**src/rtl/round_pipe.sv**
```systemverilog
// Two-stage pipelined fixed-point to integer rounder with valid/ready handshake.
// Define ROUND_SAT_EN to clamp overflowing results to max positive instead of wrapping.
module round_pipe #(
   parameter int unsigned DW = 8,
   parameter int unsigned FW = 4,
   parameter int unsigned CW = 8
) (
   input  logic               clk,
   input  logic               rst,
   input  logic               a_valid,
   output logic               a_ready,
   input  logic [DW-1:0]      a,
   input  logic [1:0]         mode,
   output logic               z_valid,
   input  logic               z_ready,
   output logic [DW-FW-1:0]   z,
   output logic               z_inexact,
   output logic               z_ovf,
   input  logic               clr,
   output logic [CW-1:0]      inex_cnt
);

   localparam int unsigned IW = DW - FW;
   localparam logic [IW-1:0] MAX_POS = {1'b0, {(IW-1){1'b1}}};
   localparam logic [CW-1:0] CNT_MAX = '1;

   typedef enum logic [1:0] {
      RNE = 2'd0,
      RTZ = 2'd1,
      RDN = 2'd2,
      RUP = 2'd3
   } mode_e;

   logic [IW-1:0] a_int;
   logic [FW-1:0] frac;
   logic          half;
   logic          tail;
   logic          inex_c;
   logic          r_c;
   logic          ovf_c;

   logic          s1_valid;
   logic [IW-1:0] s1_int;
   logic          s1_r;
   logic          s1_inex;
   logic          s1_ovf;

   logic          s2_load;
   logic [IW-1:0] sum_c;
   logic [IW-1:0] z_next_c;
   logic          z_fire;

   // Operand split and per-mode round-up decision
   always_comb begin
      a_int  = a[DW-1:FW];
      frac   = a[FW-1:0];
      half   = frac[FW-1];
      tail   = |frac[FW-2:0];
      inex_c = |frac;
      r_c    = 1'b0;
      case (mode_e'(mode))
         RNE:     r_c = half & (tail | a_int[0]);
         RTZ:     r_c = a[DW-1] & inex_c;
         RDN:     r_c = 1'b0;
         RUP:     r_c = inex_c;
         default: r_c = 1'b0;
      endcase
      ovf_c = r_c & (a_int == MAX_POS);
   end

   // Stage 2 advances when empty or drained; stage 1 advances with it
   assign s2_load = ~z_valid | z_ready;
   assign a_ready = ~s1_valid | s2_load;
   assign z_fire  = z_valid & z_ready;

   always_ff @(posedge clk or posedge rst) begin
      if (rst) begin
         s1_valid <= 1'b0;
         s1_int   <= '0;
         s1_r     <= 1'b0;
         s1_inex  <= 1'b0;
         s1_ovf   <= 1'b0;
      end else if (a_ready) begin
         s1_valid <= a_valid;
         if (a_valid) begin
            s1_int  <= a_int;
            s1_r    <= r_c;
            s1_inex <= inex_c;
            s1_ovf  <= ovf_c;
         end
      end
   end

   // Increment wraps modulo 2^IW, which already yields most-negative on overflow
   always_comb begin
      sum_c    = s1_int + IW'(s1_r);
      z_next_c = sum_c;
`ifdef ROUND_SAT_EN
      if (s1_ovf) begin
         z_next_c = MAX_POS;
      end
`endif
   end

   always_ff @(posedge clk or posedge rst) begin
      if (rst) begin
         z_valid   <= 1'b0;
         z         <= '0;
         z_inexact <= 1'b0;
         z_ovf     <= 1'b0;
      end else if (s2_load) begin
         z_valid <= s1_valid;
         if (s1_valid) begin
            z         <= z_next_c;
            z_inexact <= s1_inex;
            z_ovf     <= s1_ovf;
         end
      end
   end

   // Saturating inexact counter; clear wins over a same-cycle increment
   always_ff @(posedge clk or posedge rst) begin
      if (rst) begin
         inex_cnt <= '0;
      end else if (clr) begin
         inex_cnt <= '0;
      end else if (z_fire && z_inexact && (inex_cnt != CNT_MAX)) begin
         inex_cnt <= inex_cnt + CW'(1);
      end
   end

endmodule

```
**config.mk**
```make
export PLATFORM = sky130hd
export DESIGN_NAME = round_pipe
export DESIGN_NICKNAME = d
export VERILOG_FILES = /design/src/rtl/round_pipe.sv
export SDC_FILE = /design/constraint.sdc
export NUM_CORES = 1
export LEC_CHECK = 0
export ABC_AREA = 1
export BUFFER_PORTS_ARGS = -buffer_cell sky130_fd_sc_hd__clkbuf_2
export CORE_MARGIN = 5
export CORE_UTILIZATION = 55
export CTS_CLUSTER_SIZE = 8
export DETAILED_ROUTE_END_ITERATION = 7
export PLACE_DENSITY_LB_ADDON = 0.25
export SYNTH_ARGS = -nofsm -noshare
export SYNTH_HDL_FRONTEND = slang
export SYNTH_SLANG_ARGS = --single-unit
```
**constraint.sdc**
```tcl
create_clock -name clk -period 3.95 [get_ports clk]
set_input_delay 0.5925 -clock clk [delete_from_list [all_inputs] [get_ports clk]]
set_output_delay 0.5925 -clock clk [all_outputs]
set_load 0.05 [all_outputs]
```
==> Word level (Yosys, flattened, before mapping) <==
Index checks and enable logic that the tools add are counted.
{ "totals": {"output_inout_bits": 16, "register_bits": 23, "word_cells": 37} }
{ "classes": {"n_bitwise": 9, "n_mux": 3, "reduce_logical": 8, "n_eq_ne": 5, "addsub": 2} }
{ "ops": {"columns": ["op", "count"], "rows": [
  ["2-to-1 mux 8 bit", 2],
  ["adder 8 x 1 -> 8 bit (second input constant)", 1],
  ["inequality test 8 bit (second input constant)", 1],
  ["adder 4 x 1 -> 4 bit", 1],
  ["AND 1 bit", 4],
  ["equality test 2 bit (second input constant)", 2],
  ["equality test 4 x 3 -> 1 bit (second input constant)", 1],
  ["one-hot mux 1 bit (4 select lines)", 1],
  ["AND reduction 2 bit", 2],
  ["OR reduction 4 bit", 1],
  ["bitwise OR 1 bit", 3],
  ["OR reduction 3 bit", 1],
  ["equality test 2 x 1 -> 1 bit (second input constant)", 1],
  ["logical AND 1 bit", 2],
  ["zero test 2 bit", 1],
  ["NOT 1 bit", 2],
  ["nonzero test 2 bit", 1]
]} }

==> Logic depth before layout (Yosys ltp) <==
Gate-level depths: netlist (run 1).
{ "depth": {"word_depth": 5, "depth_mapped": 9, "mapped_depth_nobuf": 9} }

==> Least setup slack after synthesis (run 1) <==
Ideal clock, no wire load.
{ "synth_path": {"path_kind": "reg-to-reg", "start": "register z_valid", "end": "register s1_valid", "arrival_ps": 1655, "setup_slack_ps": 2152, "setup_ps": 143, "stages_incl_launch_ff": 5, "t_required_ps": 3807, "path_cell_list": "dfrtp_1 nand3_1 nand2_1 buf_2 nand2_1"} }
{ "synth_via": {"elab_chain_len": 3} }
{ "synth_rtl": {"columns": ["item", "line", "rtl"], "rows": [
  ["start, declared", "14", "output logic z_valid,"],
  ["start signal, assigned", "112", "z_valid <= s1_valid;"],
  ["NOT 1 bit", "72", "assign s2_load = ~z_valid | z_ready;"],
  ["bitwise OR 1 bit", "72", null],
  ["bitwise OR 1 bit", "73", "assign a_ready = ~s1_valid | s2_load;"],
  ["via a_ready", "11", "output logic a_ready,"],
  ["end signal, assigned", "84", "s1_valid <= a_valid;"],
  ["end, declared", "42", "logic s1_valid;"]
]} }
The timed path passes the listed nets, and every way through them passes these cells.
A chain may end at the register's enable or synchronous reset.

==> Worst setup path in the final report (run 1) <==
{ "layout_path": {"start": "register z_valid", "end": "output port a_ready"} }
{ "layout_via": {"elab_chain_len": 3} }
{ "layout_rtl": {"columns": ["item", "line"], "rows": [
  ["NOT 1 bit", "72"],
  ["bitwise OR 1 bit", "72"],
  ["bitwise OR 1 bit", "73"],
  ["end, declared", "11"]
]} }
Every way passes these cells.

==> results by group, run 1 <==
Timing
  • Max Transition Viols Final: 0
  • Final Setup Violations: 0
  • Post-Route Skew: 1.37 ps
  • Final hold viol count: 0
  • Final TNS setup: 0 ps
  • Worst setup margin: 2200 ps
  • Slew of the pin with the lowest slew margin: 826 ps
  • RSZ-0062 raised after global routing: no
  • Hold Slack: 415 ps
  • Final worst-path cycle share: 0.442
  • Tmin final: 1750 ps
  • Fmax: 573 MHz
  • Slew HR: 0.449

Synth
  • Simple-gate share of the synthesized area: 0.340
  • Most used DFF post-synth: dfrtp_1
  • Synth Area in XOR/XNOR: 0.0221
  • Yosys warns: 0
  • Seq/Total Area, Yosys: 0.484
  • Post-synthesis mux area share: 0
  • Synth area leaders: dfrtp_1 48%, nand2_1 19%, nand3_1 5.9%
  • Flops & latches, synth: 23
  • Yosys top cell area share: 0.484
  • Compound-gate portion of the synthesized area: 0.0526
  • Syn Inst Count: 155
  • Synth cell types: 21
  • Top-count cell post-synth: nand2_1
  • Mean post-synth cell area: 7.67 sq um
  • Net count after synthesis: 173
  • Post-Synth Adder-Cell Area: 0.0316
  • EDFF count, synth: 0
  • Cell taking the most area after synthesis: dfrtp_1
  • Combinational family with the most area after synthesis: simple AND/OR/NAND/NOR gates
  • Post-Syn Area: 1190 sq um
  • Most frequent cells after synthesis: 59 x nand2_1, 23 x dfrtp_1, 17 x inv_1
  • FFs w/ async S/R, synth: 1.00

Setup path
  • Worst Setup Start Kind: flip-flop
  • Worst setup EP type: output pin
  • CP Max Fanout: 4
  • Worst path slowest cell: dfrtp_1
  • Critical path's largest stage delay: 430 ps
  • Worst reg2reg path depth: 6
  • WS Path Type: flip-flop to output pin
  • CP Data Required Time: 3360 ps
  • Arr. time, crit path: 1150 ps
  • Worst-path cell chain: nand3_1 -> clkbuf_2

Clock network
  • Worst-path clk slew: 120 ps
  • H-Tree Level Count: 1
  • CTS tree: yes
  • Clock sinks: 23
  • Post-CTS Setup Inserts: 0
  • Gates resized, CTS repair: 0
  • CTS max path bufs: 2
  • Clk_lat worst skew: 300 ps
  • Root buffer cell: clkbuf_4
  • CTS Buf Count: 3
  • CTS Hold Bufs: 0

Drt
  • DRT iter0 DRCs: 20
  • Detailed-route via count: 1074
  • WL final: 2.37 mm
  • Avg WL per Cell: 11.1 um
  • ANT nets after route: 0
  • Via density per instance: 5.02
  • DRC Markers: 0
  • DR pass1 iterations: 4

Global route
  • Pin count of the biggest net entering global routing: 24
  • Total GRT Usage: 0.162
  • Number of global-route vias before repair: 1051
  • Grt total ovfl: 0
  • First-pass GRT wire length: 4.17 mm
  • Initial antenna violation count: 0

Pwr
  • VDD IR max: 0.000302 V
  • Reg power frac: 0.498
  • Pint: 352 uW
  • Logic gate share of total power: 0.324
  • Power Density: 421 nW/um^2
  • Static Leak: 0.763 nW
  • Switching share of power: 0.397
  • Total Power: 585 uW
  • Sw power: 232 uW
  • Clock power share: 0.178

Floorplan
  • Area of the core: 2000 sq um
  • Rows: 16
  • I/O pin cnt: 31
  • Initial core utilization: 0.594
  • Die Ht: 56.5 um
  • Die X: 56.5 um
  • Total die area: 3190 sq um

Place
  • DP Worst Slack: 2250 ps
  • Placed cell area: 1360 sq um
  • IO buf count: 30
  • Gp weighted congestion: 0.770
  • Post-DP HPWL: 1.95 mm

Finish
  • ANT cells: 0
  • Synth-to-Final Area Change: 16.8%
  • Nets: 206
  • Layout cell share with drive strength beyond 1: 0.214
  • Final Instance Area: 1390 sq um
  • Fillers: 182

Outcome
  • Outcome: complete, no violations

Worst hold path
  • Worst hold-check path type: input port to asynchronous set/reset pin

Run
  • Max-cap violations: 0
layer usage:
| layer | routed length [um] | vias to the layer above | track usage |
|---|---|---|---|
| met4 | 18 | 0 | 0.0712 |
| met1 | 1020 | 494 | 0.174 |
| met5 | 0 | - | 0 |
| met3 | 128 | 2 | 0.0367 |
| li1 | - | 553 | - |
| met2 | 1210 | 25 | 0.297 |
worst max-delay path, delay by kind of cell, from the launching register on:
kind / cells / cell delay [ps]
buffers and inverters: 1 / 290
and+or+nand+nor: 1 / 130
DFF: 1 / 430
cell families after synthesis:
kind of cell             after synthesis
AND/OR/NAND/NOR                       93
flip-flops                            23
buffers and inverters                 21
AO/OA/AOI/OAI                         12
XOR/XNOR                               3
adder cells (fa/ha/maj)                3
area by class of cell:
class / instances / area [sq um] / area share
flip-flops and latches: 23 / 576 / 0.414
multi-input cells: 111 / 531 / 0.382
repair buffers: 30 / 150 / 0.108
inverters: 19 / 72.6 / 0.0523
well taps: 27 / 33.8 / 0.0243
clock buffers: 4 / 26.3 / 0.0189
cells in the final DEF (no fill, tap or decap):
cell type  instances
a21oi_1            1
clkbuf_1           1
clkbuf_2          30
clkbuf_4           3
clkinv_2           1
dfrtp_1           23
ha_1               3
inv_1             17
inv_2              1
nand2_1           59
nand2_2            2
nand2_4            1
nand3_1           14
nand4_1            2
nor2_1            11
nor2_4             2
nor3_1             1
nor3b_1            1
o21a_1             1
o21ai_0            3
o21ai_1            7
xnor2_1            1
xor2_1             2
path summary, 6_finish.rpt:
| kind | to | start | slack, ps |
|---|---|---|---|
| min reg2reg | z_ovf | s1_ovf | 490 |
| min in group clk | z_ovf | s1_ovf | 490 |
| max in group asynchronous | inex_cnt[4] | rst | 3030 |
| max reg2reg | inex_cnt[0] | inex_cnt[0] | 2460 |
| min | s1_int[2] | rst | 420 |
| max | a_ready | z_valid | 2200 |
power groups by stage:
stage	sequential, mW	clock [mW]	combinational, mW
after global routing	0.295	0.119	0.208
after detailed placement	0.295	0	0.192
after floorplan	0.371	0	0.0662
after CTS	0.291	0.107	0.192
final	0.291	0.104	0.189
after global placement	0.293	0	0.188
flip-flops by register name, summed over array words and instances (netlist names):
signal	cells
z_valid	1
s1_ovf	1
z_ovf	1
s1_r	1
z_inexact	1
s1_int	4
z	4
inex_cnt	8
s1_valid	1
s1_inex	1
per-stage QoR:
step,util,std cells
final,0.694,214
after global routing,0.694,214
after CTS,0.694,214
after detailed placement,0.681,210
after global placement,0.681,210
after floorplan,-,155
Note: power is estimated with default switching activity, not from simulation.
==> inputs of run 2 (changes only) <==
- CORE_UTILIZATION: 55 -> 46
- clock period: 3.95 -> 1.5 ns (I/O delays scaled with it)
==> results by group, run 2 (synthesis results as in run 1) <==
Timing
  • Slew of the pin with the lowest slew margin: 337 ps
  • Post-Route Skew: 4.18 ps
  • Fmax: 716 MHz
  • RSZ-0062 raised after global routing: no
  • Final hold viol count: 0
  • Final worst-path cycle share: 0.931
  • Slew HR: 0.775
  • Max Transition Viols Final: 0
  • Final Setup Violations: 0
  • Tmin final: 1400 ps
  • Final TNS setup: 0 ps

Place
  • Placed cell area: 1380 sq um
  • Gp weighted congestion: 0.925
  • Post-DP HPWL: 1.95 mm
  • IO buf count: 30

Clock network
  • Clk_lat worst skew: 310 ps
  • Post-CTS Setup Inserts: 0
  • Root buffer cell: clkbuf_4
  • Clock sinks: 23
  • H-Tree Level Count: 1
  • Worst-path clk slew: 120 ps
  • CTS tree: yes
  • CTS max path bufs: 2
  • CTS Buf Count: 3

Finish
  • ANT cells: 0
  • Largest regs: inex_cnt: 8 flops, s1_int: 4 flops, z: 4 flops
  • Layout cell share with drive strength beyond 1: 0.249
  • Reg with most FFs: inex_cnt
  • Nets: 208
  • Synth-to-Final Area Change: 19.8%
  • Most frequent cells in the layout: 59 x nand2_1, 30 x clkbuf_2, 20 x dfrtp_1
  • Final Instance Area: 1420 sq um
  • Largest register FFs: 8
  • Commonest non-fill, non-tap cell in the layout: nand2_1
  • Fillers: 242

Global route
  • Grt total ovfl: 0
  • Initial antenna violation count: 0
  • First-pass GRT wire length: 4.04 mm
  • Pin count of the biggest net entering global routing: 24
  • Number of global-route vias before repair: 997
  • Total GRT Usage: 0.146

Floorplan
  • I/O pin cnt: 31
  • Area of the core: 2480 sq um
  • Rows: 18
  • Initial core utilization: 0.480
  • Die Ht: 60.8 um
  • Total die area: 3700 sq um
  • Die X: 60.8 um

Setup path
  • CP Max Fanout: 6
  • WS Path Type: flip-flop to flip-flop
  • CP Data Required Time: 1710 ps
  • Worst Setup Start Kind: flip-flop
  • Arr. time, crit path: 1610 ps
  • Worst setup EP type: flip-flop

Drt
  • DRT iter0 DRCs: 114
  • DR pass1 iterations: 4
  • DRC Markers: 0
  • ANT nets after route: 0
  • Detailed-route via count: 1073
  • Via density per instance: 4.90
  • WL final: 2.39 mm
  • Avg WL per Cell: 10.9 um

Pwr
  • Total Power: 1.56 mW
  • VDD IR max: 0.000793 V
  • Static Leak: 0.771 nW
  • Power Density: 1090 nW/um^2

Outcome
  • Outcome: complete, no violations

Worst hold path
  • Worst hold-check path type: input port to flip-flop

Run
  • Max-cap violations: 0
run 2: cell types whose count changed in the layout (fill, tap and decap cells not counted), sizes merged:
cell         change
buf              +1
clkbuf           -1
clkinv           +1
dlygate4sd3      +1
run 2: where the power goes:
group	switching, mW	internal (mW)	leakage [nW]	total (mW)
registers	0.0611	0.708	0.292	0.769
logic	0.384	0.125	0.461	0.509
clock network	0.181	0.0996	0.0177	0.280
run 2: through the flow:
stage	worst slack (ps)	instances	hold slack (ps)	util
2_1_floorplan	73.8	155	227	-
5_1_grt	0.937	219	140	0.575
3_5_place_dp	98.4	214	259	0.558
4_1_cts	68.0	219	128	0.573
3_3_place_gp	141	214	256	0.558
6_report	103	219	134	0.575
run 2: worst paths after layout:
| check | startpoint | endpoint | slack [ps] | cells past startpoint |
|---|---|---|---|---|
| max in group asynchronous | rst | z_valid | 790 | 4 |
| worst max-delay path | inex_cnt[1] | inex_cnt[7] | 100 | 9 |
| worst max register to register | inex_cnt[1] | inex_cnt[7] | 100 | 9 |
| worst min register to register | z[1] | z[1] | 500 | 2 |
| worst min-delay path | a[6] | s1_int[2] | 130 | 3 |
| min in group asynchronous | rst | inex_cnt[7] | 460 | 4 |
run 2: layer usage:
layer,GRT usage,vias to the layer above,share of wire
met3,0.0255,4,0.054
li1,-,553,-
met5,0,-,0
met4,0.0557,0,0.013
met2,0.264,28,0.51
met1,0.169,488,0.43
run 2: layout make-up:
type                            instances  area [sq um]  area share
Sequential cell                        23           579       0.407
Clock inverter                          1          5.00     0.00351
Inverter                               19          72.6      0.0510
Timing Repair Buffer                   32           168       0.118
Multi-Input combinational cell        111           539       0.379
Tap cell                               30          37.5      0.0264
Clock buffer                            3          22.5      0.0158
run 2: timing repair:
item                                    in CTS  in global routing
endpoints found under the hold margin       23                  0
hold buffers                                 1                  0
endpoints found under the setup margin       0                  4
gates resized for setup                      0                  1
run 2: worst max-delay path, cell delays in order, from the launching register on:
cell and delay [ps]:
dfrtp_2 460, ha_1 210, nand2_2 120, nor2_4 50
nand2_1 80, nand2_2 70, nand2_4 90, clkinv_2 90
nand2_1 60, nand2_1 60
==> inputs of run 3 (changes only) <==
- ABC_AREA: 1 -> default
- CAP_MARGIN: default -> 0
- CORE_UTILIZATION: 46 -> 45
==> results by group, run 3 <==
Synth
  • Post-Syn Area: 1120 sq um
  • Synth area leaders: dfrtp_1 52%, mux2_2 9.1%, xor2_1 4.7%
  • Syn Inst Count: 94
  • Seq/Total Area, Yosys: 0.516
  • Flops & latches, synth: 23
  • EDFF count, synth: 0
  • Most frequent cells after synthesis: 23 x dfrtp_1, 9 x mux2_2, 8 x nor2_1
  • Cell taking the most area after synthesis: dfrtp_1
  • Most used DFF post-synth: dfrtp_1
  • Yosys warns: 0
  • Net count after synthesis: 112
  • Top-count cell post-synth: dfrtp_1
  • FFs w/ async S/R, synth: 1.00
  • Yosys top cell area share: 0.516
  • Synth cell types: 34
  • Mean post-synth cell area: 11.9 sq um

Clock network
  • H-Tree Level Count: 1
  • CTS max path bufs: 2
  • Clk_lat worst skew: 300 ps
  • CTS Buf Count: 3
  • Worst-path clk slew: 120 ps
  • Clock sinks: 23
  • Post-CTS Setup Inserts: 0
  • Root buffer cell: clkbuf_4
  • CTS tree: yes

Worst hold path
  • Hold Path Origin: a[5]
  • Hold Path Depth: 2
  • Worst hold-check path type: input port to flip-flop
  • Endpoint, Worst Hold: s1_int[1]

Timing
  • Fmax: 704 MHz
  • Slew HR: 0.695
  • Final Setup Violations: 0
  • Final hold viol count: 0
  • Final worst-path cycle share: 0.947
  • Post-Route Skew: 5.73 ps
  • Worst setup margin: 79.5 ps
  • Slew of the pin with the lowest slew margin: 458 ps
  • Tmin final: 1420 ps
  • Hold Slack: 162 ps
  • RSZ-0062 raised after global routing: no
  • Max Transition Viols Final: 0

Floorplan
  • Rows: 18
  • Die X: 59.8 um
  • Die Ht: 59.8 um
  • Total die area: 3580 sq um
  • Area of the core: 2430 sq um
  • Initial core utilization: 0.459
  • I/O pin cnt: 31

Pwr
  • Power Density: 1090 nW/um^2
  • Switching share of power: 0.368
  • Static Leak: 0.664 nW
  • Pint: 961 uW
  • Logic gate share of total power: 0.316
  • VDD IR max: 0.000681 V
  • Reg power frac: 0.502
  • Sw power: 559 uW
  • Clock power share: 0.182

Drt
  • ANT nets after route: 0
  • WL final: 2.13 mm
  • Via density per instance: 5.14
  • DR pass1 iterations: 4
  • Detailed-route via count: 817
  • Avg WL per Cell: 13.4 um
  • DRT iter0 DRCs: 14
  • DRC Markers: 0

Setup path
  • Critical path's largest stage delay: 450 ps
  • Worst path slowest cell: dfrtp_2
  • WS Path Type: flip-flop to output pin
  • Worst Setup SP: z_valid
  • Worst r2r src: inex_cnt[0]
  • CP Max Fanout: 5
  • Worst setup EP type: output pin
  • Arr. time, crit path: 1200 ps
  • Worst reg2reg path depth: 5
  • CP Data Required Time: 1270 ps
  • R2R Path End: inex_cnt[7]
  • Worst Setup Start Kind: flip-flop
  • R2R Setup Slk: 110 ps
  • Worst-path cell chain: nand3b_1 -> clkbuf_4

Finish
  • Synth-to-Final Area Change: 24.6%
  • Fillers: 223
  • Commonest non-fill, non-tap cell in the layout: clkbuf_2
  • Layout cell share with drive strength beyond 1: 0.504
  • Sequential Area: 588 sq um
  • Reg with most FFs: inex_cnt
  • Area of the multi-input gates: 559 sq um
  • ANT cells: 0
  • Largest regs: inex_cnt: 8 flops, s1_int: 4 flops, z: 4 flops
  • Largest register FFs: 8
  • Most frequent cells in the layout: 29 x clkbuf_2, 13 x dfrtp_1, 10 x dfrtp_2
  • Nets: 148

Global route
  • Grt total ovfl: 0
  • Pin count of the biggest net entering global routing: 14
  • Initial antenna violation count: 0
  • Total GRT Usage: 0.136
  • First-pass GRT wire length: 3.61 mm
  • Number of global-route vias before repair: 828

Place
  • Post-DP HPWL: 1.76 mm
  • DP Worst Slack: 132 ps
  • IO buf count: 30
  • Gp weighted congestion: 0.812

Run
  • Max-cap violations: 0

Outcome
  • Outcome: complete, no violations
-- run 3: critical path: cells and delay by family (launching register included) --
| family | cells | cell delay (ps) |
|---|---|---|
| simple gates | 1 | 180 |
| buf+inv | 1 | 270 |
| flops | 1 | 450 |
-- run 3: power by group through the flow --
| stage | logic, mW | clock network [mW] | registers (mW) |
|---|---|---|---|
| floorplan | 0.175 | 0 | 0.959 |
| global placement | 0.475 | 0 | 0.770 |
| detailed placement | 0.485 | 0 | 0.777 |
| CTS | 0.489 | 0.290 | 0.764 |
| global route | 0.520 | 0.314 | 0.777 |
| finish | 0.481 | 0.276 | 0.763 |
-- run 3: cell families after synthesis --
family          Yosys count  synth area share
simple gates             34             0.168
flops                    23             0.516
compound gates           13             0.106
mux                      10            0.0998
xor+xnor                  8            0.0628
buf+inv                   3            0.0135
fa+ha+maj                 3            0.0336
-- run 3: metrics by stage --
stage	setup TNS (ps)	power, mW	utilization	area (sq um)	cells
floorplan	-1860	1.13	-	1160	94
global placement	0	1.25	0.555	1350	154
detailed placement	0	1.26	0.555	1350	154
CTS	0	1.54	0.570	1390	159
global route	0	1.61	0.572	1390	159
finish	0	1.52	0.572	1390	159
-- run 3: layer usage --
metal	wire [um]	track usage	share of wire
met5	0	0	0
met4	35	0.0759	0.016
met3	136	0.0281	0.064
met2	1040	0.224	0.49
met1	922	0.163	0.43
-- run 3: repair_timing --
action	in CTS	in global routing
resized for setup	0	2
endpoints found under the setup margin	0	1
hold buffers	1	0
endpoints found under the hold margin	11	0
-- run 3: worst max-delay path by stage --
stage,endpoint,slack [ps]
floorplan,s1_int[0],-310
global placement,inex_cnt[7],170
detailed placement,inex_cnt[7],130
CTS,a_ready,30
global route,a_ready,8
finish,a_ready,80
-- run 3: cell type report --
class                   instances  area share
multi-input cells              68       0.402
flip-flops and latches         23       0.423
well taps                      30      0.0270
repair buffers                 32       0.122
clock buffers                   3      0.0162
inverters                       2     0.00540
clock inverters                 1     0.00360
